`src/rtl/shift_sram_pkg.sv`:
```
// Shared types and helpers for the shift engine SRAM responder port.
package shift_sram_pkg;

    // One-hot responder states.
    typedef enum logic [2:0] {
        IDLE   = 3'b001,
        DRAIN  = 3'b010,
        PAUSED = 3'b100
    } state_e;

    // Ceiling log2, minimum 0; sizes counters that must hold the value (n-1).
    function automatic int LOG2(input int value);
        int res;
        res = 0;
        for (int i = 0; i < 31; i++) begin
            if ((1 << i) < value) begin
                res = i + 1;
            end
        end
        return res;
    endfunction

    // Credit counter width for the default outstanding-read limit.
    localparam int MAX_OUTSTANDING_DEF = 4;
    localparam int CREDIT_W_DEF        = LOG2(MAX_OUTSTANDING_DEF + 1);

endpackage

```
`src/rtl/shift_sram_port_rd_pipe.sv`:
```
// Read return pipe: tracks issued reads through the SRAM latency and
// registers the returning word one stage after the SRAM presents it.
module sram_rd_pipe #(
    parameter int RD_LATENCY = 3,
    parameter int DATA_W     = 72
) (
    input  logic              clk,
    input  logic              reset,
    input  logic              issue,
    input  logic [DATA_W-1:0] sram_rd_data,
    output logic              ret_next,
    output logic              busy,
    output logic              rd_shi_vld,
    output logic [DATA_W-1:0] rd_shi_data
);

    // Bit k set means a read issued k+1 cycles ago; the top bit is the strobe.
    logic [RD_LATENCY:0] vld_sr;

    // Shift issue strobes toward the output; reset discards reads in flight.
    always_ff @(posedge clk or negedge reset) begin
        if (!reset) begin
            vld_sr <= '0;
        end else begin
            vld_sr <= {vld_sr[RD_LATENCY-1:0], issue};
        end
    end

    // Capture SRAM data in the cycle it is valid for a tracked read.
    always_ff @(posedge clk or negedge reset) begin
        if (!reset) begin
            rd_shi_data <= '0;
        end else if (vld_sr[RD_LATENCY-1]) begin
            rd_shi_data <= sram_rd_data;
        end
    end

    assign rd_shi_vld = vld_sr[RD_LATENCY];
    assign ret_next   = vld_sr[RD_LATENCY-1];
    assign busy       = |vld_sr[RD_LATENCY-1:0];

endmodule

```
`src/rtl/shift_sram_port.sv`:
```
// Responder end of the shift engine SRAM request protocol.
//
// Handshake: the client may pulse wr_shi_req / rd_shi_req (address and data
// valid in the same cycle) while enable is high. A request is taken only in
// IDLE with arb_grant high (and, for reads, a free credit); the matching ack
// pulses for exactly one cycle on the next clock together with the SRAM
// strobe. Anything not taken is dropped without ack and must be re-pulsed.
// A write and a read in the same cycle: the write is taken, the read dropped.
// Each acked read yields exactly one rd_shi_vld pulse, in issue order.
module shift_sram_port import shift_sram_pkg::*; #(
    parameter int SRAM_ADDR_WIDTH = 19,
    parameter int SRAM_DATA_WIDTH = 72,
    parameter int RD_LATENCY      = 3,
    parameter int MAX_OUTSTANDING = 4
) (
    input  logic                       clk,
    input  logic                       reset,
    input  logic                       arb_grant,
    output logic                       enable,
    input  logic                       wr_shi_req,
    input  logic [SRAM_ADDR_WIDTH-1:0] wr_shi_addr,
    input  logic [SRAM_DATA_WIDTH-1:0] wr_shi_data,
    output logic                       wr_shi_ack,
    input  logic                       rd_shi_req,
    input  logic [SRAM_ADDR_WIDTH-1:0] rd_shi_addr,
    output logic                       rd_shi_ack,
    output logic [SRAM_DATA_WIDTH-1:0] rd_shi_data,
    output logic                       rd_shi_vld,
    output logic [SRAM_ADDR_WIDTH-1:0] sram_addr,
    output logic                       sram_we,
    output logic [SRAM_DATA_WIDTH-1:0] sram_wr_data,
    output logic                       sram_rd_en,
    input  logic [SRAM_DATA_WIDTH-1:0] sram_rd_data,
    output logic [2:0]                 dbg_state
);

    localparam int                CRED_W   = LOG2(MAX_OUTSTANDING + 1);
    localparam logic [CRED_W-1:0] MAX_CRED = CRED_W'(MAX_OUTSTANDING);
    localparam logic [CRED_W-1:0] ONE_CRED = CRED_W'(1);

    state_e            state;
    state_e            state_nxt;
    logic [CRED_W-1:0] credits;
    logic [CRED_W-1:0] credits_nxt;
    logic              can_acc;
    logic              acc_wr;
    logic              acc_rd;
    logic              enable_nxt;
    logic              ret_next;
    logic              pipe_busy;

    // Next-state: leave IDLE on grant loss, wait out reads in DRAIN.
    always_comb begin
        state_nxt = state;
        case (state)
            IDLE: begin
                if (!arb_grant) begin
                    state_nxt = DRAIN;
                end
            end
            DRAIN: begin
                if (credits == '0 && !pipe_busy) begin
                    state_nxt = arb_grant ? IDLE : PAUSED;
                end
            end
            PAUSED: begin
                if (arb_grant) begin
                    state_nxt = IDLE;
                end
            end
            default: state_nxt = IDLE;
        endcase
    end

    // Acceptance, credit update and the registered enable decision.
    always_comb begin
        can_acc     = (state == IDLE) && arb_grant;
        acc_wr      = can_acc && wr_shi_req;
        acc_rd      = can_acc && rd_shi_req && !wr_shi_req && (credits < MAX_CRED);
        credits_nxt = credits;
        if (acc_rd && !ret_next) begin
            credits_nxt = credits + ONE_CRED;
        end else if (!acc_rd && ret_next) begin
            credits_nxt = credits - ONE_CRED;
        end
        enable_nxt = (state_nxt == IDLE) && (credits_nxt < MAX_CRED);
    end

    // State, credits, acks and SRAM command registers.
    always_ff @(posedge clk or negedge reset) begin
        if (!reset) begin
            state        <= IDLE;
            credits      <= '0;
            enable       <= 1'b0;
            wr_shi_ack   <= 1'b0;
            rd_shi_ack   <= 1'b0;
            sram_we      <= 1'b0;
            sram_rd_en   <= 1'b0;
            sram_addr    <= '0;
            sram_wr_data <= '0;
        end else begin
            state      <= state_nxt;
            credits    <= credits_nxt;
            enable     <= enable_nxt;
            wr_shi_ack <= acc_wr;
            sram_we    <= acc_wr;
            rd_shi_ack <= acc_rd;
            sram_rd_en <= acc_rd;
            if (acc_wr) begin
                sram_addr    <= wr_shi_addr;
                sram_wr_data <= wr_shi_data;
            end else if (acc_rd) begin
                sram_addr <= rd_shi_addr;
            end
        end
    end

    sram_rd_pipe #(
        .RD_LATENCY (RD_LATENCY),
        .DATA_W     (SRAM_DATA_WIDTH)
    ) u_rd_pipe (
        .clk          (clk),
        .reset        (reset),
        .issue        (sram_rd_en),
        .sram_rd_data (sram_rd_data),
        .ret_next     (ret_next),
        .busy         (pipe_busy),
        .rd_shi_vld   (rd_shi_vld),
        .rd_shi_data  (rd_shi_data)
    );

    assign dbg_state = state;

    // A return can only arrive against a read that still holds a credit.
    credit_underflow_a: assert property (@(posedge clk) disable iff (!reset)
        ret_next |-> (credits != '0))
        else $stop;

endmodule

```
`config.mk`:
```
export PLATFORM = sky130hd
export DESIGN_NAME = shift_sram_port
export DESIGN_NICKNAME = d
export VERILOG_FILES = /design/src/rtl/shift_sram_pkg.sv /design/src/rtl/shift_sram_port_rd_pipe.sv /design/src/rtl/shift_sram_port.sv
export SDC_FILE = /design/constraint.sdc
export NUM_CORES = 1
export LEC_CHECK = 0
export ABC_AREA = 1
export BUFFER_PORTS_ARGS = -buffer_cell sky130_fd_sc_hd__buf_2
export CORE_AREA = 2 2 139 141
export DETAILED_ROUTE_END_ITERATION = 10
export DIE_AREA = 0 0 141 143
export PLACE_DENSITY = 0.7
export RECOVER_POWER = 50
export SLEW_MARGIN = 10
export SYNTH_ARGS = -nofsm -noshare
export SYNTH_HDL_FRONTEND = slang
export SYNTH_HIERARCHICAL = 1
export SYNTH_SLANG_ARGS = --single-unit
```
`constraint.sdc`:
```
create_clock -name clk -period 4.85 [get_ports clk]
set_clock_uncertainty 0.2 [all_clocks]
set_input_delay 0.7275 -clock clk [delete_from_list [all_inputs] [get_ports clk]]
set_output_delay 0.7275 -clock clk [all_outputs]
set_load 0.02 [all_outputs]
```
# Yosys cells after proc, flatten, opt, wreduce, memory -nomap -nowiden
# Index checks and enable logic that the tools add are counted.
[word_totals] register_bits=176 word_cells=42 output_inout_bits=172
[op_classes] eq_ne=4 magnitude_cmp=2 n_reduce_logical=16 mux=9 addsub=2
[ops] cell="19-bit 2-to-1 mux" count=2
[ops] cell="3-bit 2-to-1 mux" count=6
[ops] cell="1-bit logical AND" count=9
[ops] cell="3-bit one-hot mux with 3 select lines" count=1
[ops] cell="3-bit by 1-bit == test with 1-bit output, second input constant" count=2
[ops] cell="3-bit < comparator, second input constant" count=2
[ops] cell="1-bit zero test" count=4
[ops] cell="3-bit by 1-bit adder with 3-bit output, second input constant" count=1
[ops] cell="3-bit by 2-bit == test with 1-bit output, second input constant" count=1
[ops] cell="3-bit == test, second input constant" count=1
[ops] cell="3-bit zero test" count=1
[ops] cell="3-bit OR reduction" count=1
[ops] cell="3-bit by 1-bit subtractor with 3-bit output, second input constant" count=1
[ops] cell="2-bit nonzero test" count=1

# Longest topological paths before layout
# Gate-level depths: netlist (run 1).
[depth] ltp_word=11 ltp_mapped=10 mapped_depth_nobuf=10

# Hierarchy
# Netlist (run 1), hierarchy kept.
[by_module_without_submodules] module="shift_sram_port" seq_area_each_um2=2503.7 cells_each=528 area_per_inst_um2=4372.9 instances=1
[by_module_without_submodules] module="sram_rd_pipe" seq_area_each_um2=1901.8 cells_each=310 area_per_inst_um2=2856.5 instances=1

# Worst setup path after synthesis (run 1)
# Ideal clock, no wire load.
[synth_timing] path_type="input-to-reg" start="input port rd_shi_req" end="register enable" required_time_ns=4.528 path_slack_ns=2.782 path_stages=9 setup_ns=0.122 t_arrival_ns=1.745 n_path_buf=0 cell_sequence="nand2_1 nor3_1 inv_1 ha_1 nand2_1 nand2_1 nand2_1 xor2_1 nor2_1"
[synth_via] elab_chain_len=9 word_cells_on_any_way=10 classes_between="1 x order compare; 2 x mux; 7 x reduce/logical"
[synth_rtl] item="from (decl)" line_no="shift_sram_port.sv:24" text="input logic rd_shi_req,"
[synth_rtl] item="1-bit logical AND (*) (3 in a row)" line_no="shift_sram_port.sv:79" text="acc_rd = can_acc && rd_shi_req && !wr_shi_req && (credits < MAX_CRED);"
[synth_rtl] item="net acc_rd" line_no="shift_sram_port.sv:47" text="logic acc_rd;"
[synth_rtl] item="1-bit zero test" line_no="shift_sram_port.sv:83" text="end else if (!acc_rd && ret_next) begin"
[synth_rtl] item="1-bit logical AND" line_no="shift_sram_port.sv:83"
[synth_rtl] item="3-bit 2-to-1 mux" line_no="shift_sram_port.sv:83"
[synth_rtl] item="3-bit 2-to-1 mux (*)" line_no="shift_sram_port.sv:81" text="if (acc_rd && !ret_next) begin"
[synth_rtl] item="net credits_nxt[2]" line_no="shift_sram_port.sv:44" text="logic [CRED_W-1:0] credits_nxt;"
[synth_rtl] item="3-bit < comparator (*)" line_no="shift_sram_port.sv:86" text="enable_nxt = (state_nxt == IDLE) && (credits_nxt < MAX_CRED);"
[synth_rtl] item="1-bit logical AND (*)" line_no="shift_sram_port.sv:86"
[synth_rtl] item="net enable_nxt" line_no="shift_sram_port.sv:48" text="logic enable_nxt;"
[synth_rtl] item="to (signal assigned)" line_no="shift_sram_port.sv:104" text="enable <= enable_nxt;"
[synth_rtl] item="to (decl)" line_no="shift_sram_port.sv:19" text="output logic enable,"
# The timed path passes the listed nets; every way through them passes the cells marked *.
# A chain may end at the register's enable or synchronous reset.

==> key figures, run 1 <==
CTS
  • CTS tree: built
  • Post-CTS Repair Setup Buffers: 0
  • H-tree depth: 4
  • Post-cts sizing count: 0
  • CTS root buf: clkbuf_16
  • Worst-Skew Late Latency: 0.42 ns
  • CTS buffer count: 17
  • Clock Tree Buf Depth: 2
  • Worst-path clk slew: 0.06 ns
  • Clock sinks: 176
  • CTS Hold Bufs: 0

Timing
  • Fin crit period: 2.82 ns
  • Worst Slack Setup Final: 2.03 ns
  • Final Setup Violations: 0
  • Worst-Margin Slew: 2.46 ns
  • Min Hold Slack: 0.175 ns
  • RSZ-0062 raised after global routing: false
  • Hold violation count in the final report: 0
  • Final period util: 58.1%
  • Fmax: 355 MHz
  • Final Max Slew Viols: 96
  • Slew margin rel.: -64.2%
  • TNS Setup: 0 ns

Placed design
  • GP Congestion: 0.789
  • DP Cell Count: 1,394
  • Hpwl dp: 13.9 mm
  • Post-placement cell area: 9040 sq um
  • Pre-CTS WS: 2.34 ns
  • I/O Buffers: 358

Yosys
  • Number of flops mapped to enable cells by yosys: 0
  • Net Count, Synth: 1,030
  • Yosys reg bits: 176
  • Synth Instances: 838
  • Synthesized area: 7230 sq um
  • Yosys cell types: 26
  • Synthesis Warnings: 6
  • Synth async-reset ratio: 100%
  • Sequential fraction of the synthesis area: 60.9%
  • Ys flop type: dfrtp_1
  • Syn avg cell area: 8.63 sq um

Critical path
  • Worst endpoint required time: 4.47 ns
  • Max incr delay on CP: 1.64 ns
  • Stages on the worst setup path: 1
  • Setup CP Type: in -> async
  • Worst Setup End Kind: async pin
  • Startpoint Class: primary input
  • Critical-path cell list: clkbuf_2
  • Reg2Reg Depth: 7
  • CP max stage cell: clkbuf_2
  • CP Max Fanout: 96
  • Delay-heaviest family, CP: buffers and inverters
  • WP data arrival: 2.44 ns
  • Worst Path Buf+Inv: 1

Layout
  • Antenna cells: 0
  • Finished Layout Cells: 1,426
  • Most frequent cells in the layout: nand2_1, buf_2, dfrtp_1, inv_1, nand3_1
  • Synth-to-Final Area Change: 33.2%
  • Share of cells above drive strength 1: 33.2%
  • Post-layout net count: 1,371
  • Final instance area: 9630 sq um
  • Post-Route Utilization: 51.8%
  • Most common cell after layout, fill and taps aside: nand2_1
  • Fillers: 1,762

Global route
  • Initial antenna violation count: 1
  • Largest net degree at the start of global routing: 97
  • GRT Util Overall: 19.1%
  • GRT overflow: 0
  • Vias in the first global route: 6,025
  • First-pass GRT wire length: 30.4 mm

Floorplan
  • Site row count: 50
  • Boundary Pins: 359
  • Core area: 18,600 sq um
  • DIE AREA: 20,200 sq um
  • Die H: 143 um
  • Die X: 141 um
  • Initial Utilization: 38.9%

Outcome
  • Outcome: finished, violations left
  • Failing checks: capacitance limit, slew limit

Pwr
  • Worst IR Drop VDD: 239 uV
  • Pwr Density: 518 nW/um^2
  • Tot Pwr: 4.99 mW
  • Leakage: 5.42 nW

Drt
  • Pre-Repair DR Iteration Count: 4
  • Via density: 4.47
  • Post-DRT Antenna Nets: 0
  • Wire per inst: 13.7 um
  • Initial drt markers: 320
  • Drt drc: 0
  • Routed via count: 6,368
  • Routed WL: 19.6 mm

Run
  • Max Cap Viol: 1

Min path
  • Hold WC Path Type: reg -> reg
  • Hold Crit Depth: 0
cells in the mapped netlist, types with 2 or more instances:
master,count,area share [%]
nand2_1,522,27
nor2_1,6,0.31
buf_6,17,2.6
buf_4,3,0.31
dfrtp_1,175,61
o21ai_0,2,0.14
inv_1,52,2.7
nand3_1,19,1.3
ha_1,5,0.87
a21oi_1,2,0.14
buf_2,18,1.2
nor2_4,2,0.31
nand3_2,2,0.28
registers in the layout (all words and copies together), names as in the netlist:
| signal | cells |
|---|---|
| sram_rd_en | 1 |
| sram_wr_data | 72 |
| u_rd_pipe/rd_shi_data | 72 |
| u_rd_pipe/vld_sr | 4 |
| credits | 3 |
| sram_addr | 19 |
| sram_we | 1 |
| enable | 1 |
| dbg_state | 3 |
where the power goes:
group | leakage, nW | switching, mW | total (mW) | internal [mW]
clock network | 0.297 | 0.592 | 1.43 | 0.836
registers | 1.93 | 0.189 | 2.02 | 1.83
logic | 3.20 | 1.04 | 1.54 | 0.503
path summary, 6_finish.rpt:
| path | to | slack (ns) | from |
|---|---|---|---|
| worst max-delay path | u_rd_pipe/vld_sr[2] | 2.03 | reset |
| worst min-delay path | u_rd_pipe/vld_sr[1] | 0.18 | u_rd_pipe/vld_sr[0] |
| worst max register to register | sram_addr[17] | 2.52 | dbg_state[2] |
| worst min register to register | u_rd_pipe/vld_sr[1] | 0.18 | u_rd_pipe/vld_sr[0] |
| max in group clk | sram_addr[17] | 2.52 | dbg_state[2] |
| min in group asynchronous | u_rd_pipe/rd_shi_data[0] | 0.79 | reset |
cells by family (layout without fill, tap and decap cells):
group                      after synthesis  after routing  synth area share, %
DFF                                    176            176                 60.9
buffers and inverters                   94            448                 7.56
AOI/OAI and AO/OA                        7              7                0.692
xor gates and xnor gates                 1              1                0.121
adders and majority gates                5              5                0.865
and+or+nand+nor                        555            555                 29.8
per-layer routing:
layer / wire length [um] / global-route usage (%) / up-vias
met5: 13 / 0 / -
met4: 657 / 8.32 / 2
met3: 1210 / 5.13 / 51
met2: 9480 / 31.9 / 226
met1: 8200 / 23.6 / 2915
li1: - / - / 3174
area by class of cell:
cell class | count | area (sq um) | area share, %
inverters | 54 | 208 | 2.16
flip-flops and latches | 176 | 4410 | 45.7
clock inverters | 13 | 174 | 1.81
clock buffers | 19 | 443 | 4.60
repair buffers | 362 | 1840 | 19.1
multi-input cells | 568 | 2270 | 23.6
well taps | 234 | 293 | 3.04
Power figures use the tool's default switching activity.
==> run 2: changes to the inputs <==
--- a/config.mk
+++ b/config.mk
@@ -10,7 +10,7 @@
 export CORE_AREA = 2 2 139 141
 export DETAILED_ROUTE_END_ITERATION = 10
 export DIE_AREA = 0 0 141 143
-export PLACE_DENSITY = 0.7
+export PLACE_DENSITY = 0.72
 export RECOVER_POWER = 50
 export SLEW_MARGIN = 10
 export SYNTH_ARGS = -nofsm -noshare
==> constraint.sdc (replaced) <==
create_clock -name clk -period 2.3 [get_ports clk]
set_clock_uncertainty 0.2 [all_clocks]
set_input_delay 0.345 -clock clk [delete_from_list [all_inputs] [get_ports clk]]
set_output_delay 0.345 -clock clk [all_outputs]
set_load 0.02 [all_outputs]
==> run 2 against run 1 <==
  * The run now ends clean
  * First-iteration DRC count up 12%
  * Largest cell class unchanged
  * Global-route usage up 3.1 points
  * Combinational power up 120%
  * Non-clock buffer count up 154
  * Routed wire length up 17%
  * Critical endpoint is now enable
  * Worst hold slack worse by 0.15 ns
  * Flip-flop and latch count unchanged
  * Via count up 13%
  * Clock power up 110%
  * Cell count up 11%
  * Critical path type is now in -> reg
  * Cell area up 15%
  * Total power up 120%
==> key figures, run 2 (same netlist as run 1, synthesis figures left out) <==
Layout
  • Largest regs: sram_wr_data: 72 flops, u_rd_pipe/rd_shi_data: 72 flops, sram_addr: 19 flops
  • Post-layout net count: 1,525 (+11%)
  • Most frequent cells in the layout: nand2_1, buf_2, dfrtp_1, dlygate4sd3_1, clkbuf_1
  • Finished Layout Cells: 1,579 (+11%)
  • Fillers: 1,583 (-10%)
  • Antenna cells: 0 (unchanged)
  • Synth-to-Final Area Change: 53.5%
  • Share of cells above drive strength 1: 24.2% (-9.0 points)
  • Most common cell after layout, fill and taps aside: nand2_1

Drt
  • Drt drc: 0 (unchanged)
  • Post-DRT Antenna Nets: 0 (unchanged)
  • Pre-Repair DR Iteration Count: 4 (unchanged)
  • Routed via count: 7,180 (+13%)
  • Wire per inst: 14.5 um (+5.4%)
  • Via density: 4.55 (+1.8%)
  • Routed WL: 22.8 mm (+17%)
  • Initial drt markers: 359 (+12%)

Critical path
  • Reg-to-reg slack, setup: 0.30 ns (-2.22 ns)
  • Worst endpoint required time: 2.41 ns (-2.06 ns)
  • Critical Path End: enable
  • Setup CP Type: in -> reg
  • Critical path launch point: arb_grant
  • Worst R2R End: enable
  • Worst Setup End Kind: flop
  • RR Startpoint: dbg_state[0]
  • Reg2Reg Depth: 9 (+2)
  • Startpoint Class: primary input
  • WP data arrival: 2.12 ns (-0.32 ns)
  • CP Max Fanout: 5 (-95%)

Timing
  • Slew margin rel.: 21.5% (+86 points)
  • Final period util: 87.4%
  • Final Max Slew Viols: 0 (-100%)
  • TNS Setup: 0 ns (unchanged)
  • Final Setup Violations: 0 (unchanged)
  • RSZ-0062 raised after global routing: false
  • Fin crit period: 2.01 ns
  • Fmax: 497 MHz
  • Worst-Margin Slew: 1.18 ns (-1.29 ns)
  • Hold violation count in the final report: 0 (unchanged)

Floorplan
  • Boundary Pins: 359 (unchanged)
  • Die H: 143 um (unchanged)
  • Die X: 141 um (unchanged)
  • Core area: 18,600 sq um (unchanged)
  • DIE AREA: 20,200 sq um (unchanged)
  • Initial Utilization: 38.9% (unchanged)
  • Site row count: 50 (unchanged)

Placed design
  • GP Congestion: 0.808 (+2.4%)
  • Hpwl dp: 14.2 mm (+1.7%)
  • I/O Buffers: 358 (unchanged)
  • DP Cell Count: 1,399 (+0.36%)

Run
  • Max Cap Viol: 0 (-1)

Global route
  • Largest net degree at the start of global routing: 93 (-4.1%)
  • GRT Util Overall: 22.2% (+3.1 points)
  • GRT overflow: 0 (unchanged)
  • Initial antenna violation count: 0 (-1)
  • First-pass GRT wire length: 35.5 mm (+17%)
  • Vias in the first global route: 7,218 (+20%)

CTS
  • Clock sinks: 176 (unchanged)
  • Clock Tree Buf Depth: 2 (unchanged)
  • CTS root buf: clkbuf_16
  • CTS buffer count: 17 (unchanged)
  • Post-CTS Repair Setup Buffers: 0 (unchanged)
  • H-tree depth: 4 (unchanged)
  • CTS tree: built
  • Worst-Skew Late Latency: 0.42 ns (about the same)
  • Worst-path clk slew: 0.07 ns (about the same)

Pwr
  • Pwr Density: 971 nW/um^2 (+87%)
  • Worst IR Drop VDD: 594 uV (+150%)
  • Leakage: 5.90 nW (+8.9%)

Min path
  • Beginning of the worst hold path: wr_shi_addr[0]
  • Hold WC Path Type: in -> reg

Outcome
  • Outcome: finished clean
run 2: cell count changes in the layout (fill, tap and decap cells not counted), moves of 2 or more:
cell / change
dlygate4sd3_1: +149
clkbuf_1: +76
buf_2: -75
buf_6: +2
clkinv_4: -2
run 2: through the flow:
step                      power, mW  setup WS [ns]  hold WS (ns)  area [sq um]  utilization [%]
after floorplan                6.31          0.314        -0.151          7230                -
after global placement         7.54          0.289         0.114          9110             49.0
after detailed placement       7.61          0.199         0.118          9110             49.0
after CTS                      10.9          0.181       0.00299         11200             60.4
after global routing           11.4         0.0993        0.0180         11100             59.7
final                          10.8          0.289        0.0239         11100             59.7
run 2: area by class of cell:
class	count	area, sq um	share of cell area (%)
Timing Repair Buffer	516	3290	29.7
Clock buffer	19	433	3.90
Tap cell	234	293	2.64
Clock inverter	12	183	1.65
Inverter	54	208	1.87
Multi-Input combinational cell	568	2280	20.6
Sequential cell	176	4410	39.7
run 2: power by group:
group          switching (mW)  internal [mW]  leakage [nW]
Combinational            2.27           1.15          3.68
Sequential              0.439           3.87          1.93
Clock                    1.22           1.83         0.296
Total                    3.92           6.85          5.90
run 2: what timing repair did:
action | in CTS | in global routing
hold buffers | 149 | 0
hold endpoints to repair | 189 | 0
resized for setup | 0 | 1
setup endpoints to repair | 0 | 1
run 2: worst max-delay path: stages:
cell and delay [ns]:
dlygate4sd3_1 0.52, buf_2 0.17, nand3_4 0.13, nor3_2 0.20
inv_1 0.08, ha_1 0.23, nand2_1 0.07, nand2_1 0.04
nand2_1 0.07, xor2_1 0.19, nor2_1 0.07
run 2: worst min path at each step:
| stage | to | cells after the start |
|---|---|---|
| after global placement | u_rd_pipe/rd_shi_data[53] | 1 |
| after floorplan | credits[0] | 0 |
| after global routing | sram_addr[13] | 5 |
| after CTS | sram_addr[0] | 5 |
| final | sram_addr[0] | 5 |
| after detailed placement | u_rd_pipe/rd_shi_data[53] | 1 |
run 2: layer usage:
metal  wire length, um  GRT usage (%)  share of wire [%]
met1              8920           25.5                 39
met2             11700           38.9                 51
met3              1380           5.53                6.0
met5                 0              0                  0
met4               848           10.9                3.7
==> run 3: changes to the inputs <==
--- a/config.mk
+++ b/config.mk
@@ -11,7 +11,6 @@
 export DETAILED_ROUTE_END_ITERATION = 10
 export DIE_AREA = 0 0 141 143
 export PLACE_DENSITY = 0.72
-export RECOVER_POWER = 50
 export SLEW_MARGIN = 10
 export SYNTH_ARGS = -nofsm -noshare
 export SYNTH_HDL_FRONTEND = slang
==> run 3 against run 2 <==
  * Fmax decreased by 0.24%
  * Via count increased by 0.43%
  * Largest power group unchanged
  * Die area unchanged
  * Critical path type unchanged
  * Worst setup slack worse by 0.0048 ns
  * Core utilization up 0.69 points
  * Cell area grew 1.1%
  * Combinational power is 3% higher
  * Worst hold slack worse by 0.0011 ns
  * Critical path depth unchanged
==> key figures, run 3 (same netlist as run 1, synthesis figures left out) <==
Timing
  • Worst Slack Setup Final: 0.284 ns (-0.00481 ns)
  • Fmax: 496 MHz (-0.24%)
  • Fin crit period: 2.02 ns (+0.00481 ns)
  • TNS Setup: 0 ns (unchanged)
  • Hold violation count in the final report: 0 (unchanged)
  • Worst-Margin Slew: 0.729 ns (-0.449 ns)
  • Final Setup Violations: 0 (unchanged)
  • Slew margin rel.: 51.4% (+30 points)
  • Final period util: 87.6% (+0.21 points)
  • RSZ-0062 raised after global routing: false
  • Min Hold Slack: 0.0227 ns (-0.00115 ns)
  • Final Max Slew Viols: 0 (unchanged)

Drt
  • Initial drt markers: 405 (+13%)
  • Post-DRT Antenna Nets: 0 (unchanged)
  • Drt drc: 0 (unchanged)
  • Pre-Repair DR Iteration Count: 5 (+1)
  • Wire per inst: 14.4 um (about the same)
  • Via density: 4.57 (+0.43%)
  • Routed WL: 22.8 mm (about the same)
  • Routed via count: 7,211 (+0.43%)

Placed design
  • Hpwl dp: 14.2 mm (unchanged)
  • DP Cell Count: 1,399 (unchanged)
  • I/O Buffers: 358 (unchanged)
  • GP Congestion: 0.808 (unchanged)
  • Pre-CTS WS: 0.199 ns (unchanged)
  • Post-placement cell area: 9110 sq um (unchanged)

Global route
  • Largest net degree at the start of global routing: 93 (unchanged)
  • First-pass GRT wire length: 35.5 mm (unchanged)
  • Initial antenna violation count: 0 (unchanged)
  • Vias in the first global route: 7,218 (unchanged)
  • GRT overflow: 0 (unchanged)
  • GRT Util Overall: 22.2% (unchanged)

Pwr
  • Comb power frac: 32.3% (+0.6 points)
  • Sequential Power Share: 39.6% (-0.4 points)
  • Worst IR Drop VDD: 599 uV (+0.85%)
  • Leakage: 6.10 nW (+3.2%)
  • Int Power: 6.94 mW (+1.3%)
  • Pwr Density: 968 nW/um^2 (-0.36%)
  • Clk network pwr share: 28.1% (-0.2 points)
  • Switching share of power: 36.1% (-0.35 points)
  • Switching pwr: 3.92 mW (-0.20%)

Critical path
  • Worst Setup End Kind: flop
  • Critical path launch point: arb_grant
  • WP data arrival: 2.13 ns (about the same)
  • Reg2Reg Depth: 9 (unchanged)
  • Setup CP Type: in -> reg
  • Worst R2R End: enable
  • Startpoint Class: primary input
  • RR Startpoint: dbg_state[0]
  • Worst endpoint required time: 2.41 ns (about the same)
  • Reg-to-reg slack, setup: 0.30 ns (about the same)
  • CP Max Fanout: 5 (unchanged)

Layout
  • Most common cell after layout, fill and taps aside: nand2_1
  • Final instance area: 11,200 sq um (+1.1%)
  • Post-layout net count: 1,525 (unchanged)
  • Largest regs: sram_wr_data: 72 flops, u_rd_pipe/rd_shi_data: 72 flops, sram_addr: 19 flops
  • Share of cells above drive strength 1: 30.3% (+6.0 points)
  • Finished Layout Cells: 1,579 (unchanged)
  • Synth-to-Final Area Change: 55.3%
  • Most frequent cells in the layout: nand2_1, buf_2, dfrtp_1, dlygate4sd3_1, inv_1
  • Antenna cells: 0 (unchanged)

Floorplan
  • Initial Utilization: 38.9% (unchanged)
  • Boundary Pins: 359 (unchanged)
  • DIE AREA: 20,200 sq um (unchanged)
  • Core area: 18,600 sq um (unchanged)
  • Die X: 141 um (unchanged)
  • Site row count: 50 (unchanged)
  • Die H: 143 um (unchanged)

Min path
  • Hold Crit Depth: 5 (unchanged)
  • Hold WC Path Type: in -> reg
  • Beginning of the worst hold path: wr_shi_addr[0]
  • Worst Hold End: sram_addr[0]

CTS
  • Worst-Skew Late Latency: 0.42 ns (about the same)
  • H-tree depth: 4 (unchanged)
  • CTS tree: built
  • CTS root buf: clkbuf_16
  • CTS buffer count: 17 (unchanged)
  • Clock sinks: 176 (unchanged)
  • Worst-path clk slew: 0.07 ns (about the same)
  • Clock Tree Buf Depth: 2 (unchanged)
  • Post-CTS Repair Setup Buffers: 0 (unchanged)

Outcome
  • Outcome: finished clean

Run
  • Max Cap Viol: 0 (unchanged)
-- run 3: changes by cell type in the layout (fill, tap and decap cells not counted) --
cell and delta:
buf_2 +81, clkbuf_2 -2, clkbuf_1 -81, buf_6 -1
buf_4 +1, buf_12 +2
-- run 3: power by group through the flow --
stage	clock network [mW]	registers, mW	logic [mW]
after floorplan	0	5.28	1.04
after global placement	0	4.29	3.25
after detailed placement	0	4.31	3.31
after CTS	3.13	4.28	3.50
after global routing	3.25	4.39	3.82
final	3.05	4.30	3.51
-- run 3: routing by layer --
| metal | share of wire (%) | global-route usage [%] | up-vias |
|---|---|---|---|
| met2 | 51 | 38.9 | 298 |
| met3 | 6.1 | 5.53 | 65 |
| li1 | - | - | 3478 |
| met1 | 39 | 25.5 | 3370 |
| met5 | 0 | 0 | - |
| met4 | 3.6 | 10.9 | 0 |
-- run 3: area by class of cell --
| cell class | count | area [sq um] |
|---|---|---|
| repair buffers | 516 | 3420 |
| well taps | 234 | 293 |
| clock buffers | 19 | 433 |
| multi-input cells | 568 | 2280 |
| fillers | 1515 | 7360 |
| clock inverters | 12 | 183 |
| flip-flops and latches | 176 | 4410 |
| inverters | 54 | 208 |
-- run 3: per-stage QoR --
stage | util [%] | total power, mW
global route | 60.4 | 11.5
CTS | 60.4 | 10.9
finish | 60.4 | 10.9
floorplan | - | 6.31
detailed placement | 49.0 | 7.61
global placement | 49.0 | 7.54
-- run 3: timing repair --
item | CTS | global route
setup endpoints to repair | 0 | 1
hold buffers | 149 | 0
gates resized for setup | 0 | 1
endpoints found under the hold margin | 189 | 0
-- run 3: worst max path at each step --
stage,end,depth (start not counted)
6_report,enable,11
2_1_floorplan,enable,10
4_1_cts,enable,9
5_1_grt,enable,10
3_3_place_gp,enable,10
3_5_place_dp,enable,9
-- run 3: worst max-delay path: stages --
cell           delay [ns]
dlygate4sd3_1        0.52
buf_2                0.17
nand3_4              0.13
nor3_2               0.20
inv_1                0.08
ha_1                 0.23
nand2_1              0.07
nand2_1              0.04
nand2_1              0.07
xor2_1               0.19
nor2_1               0.07
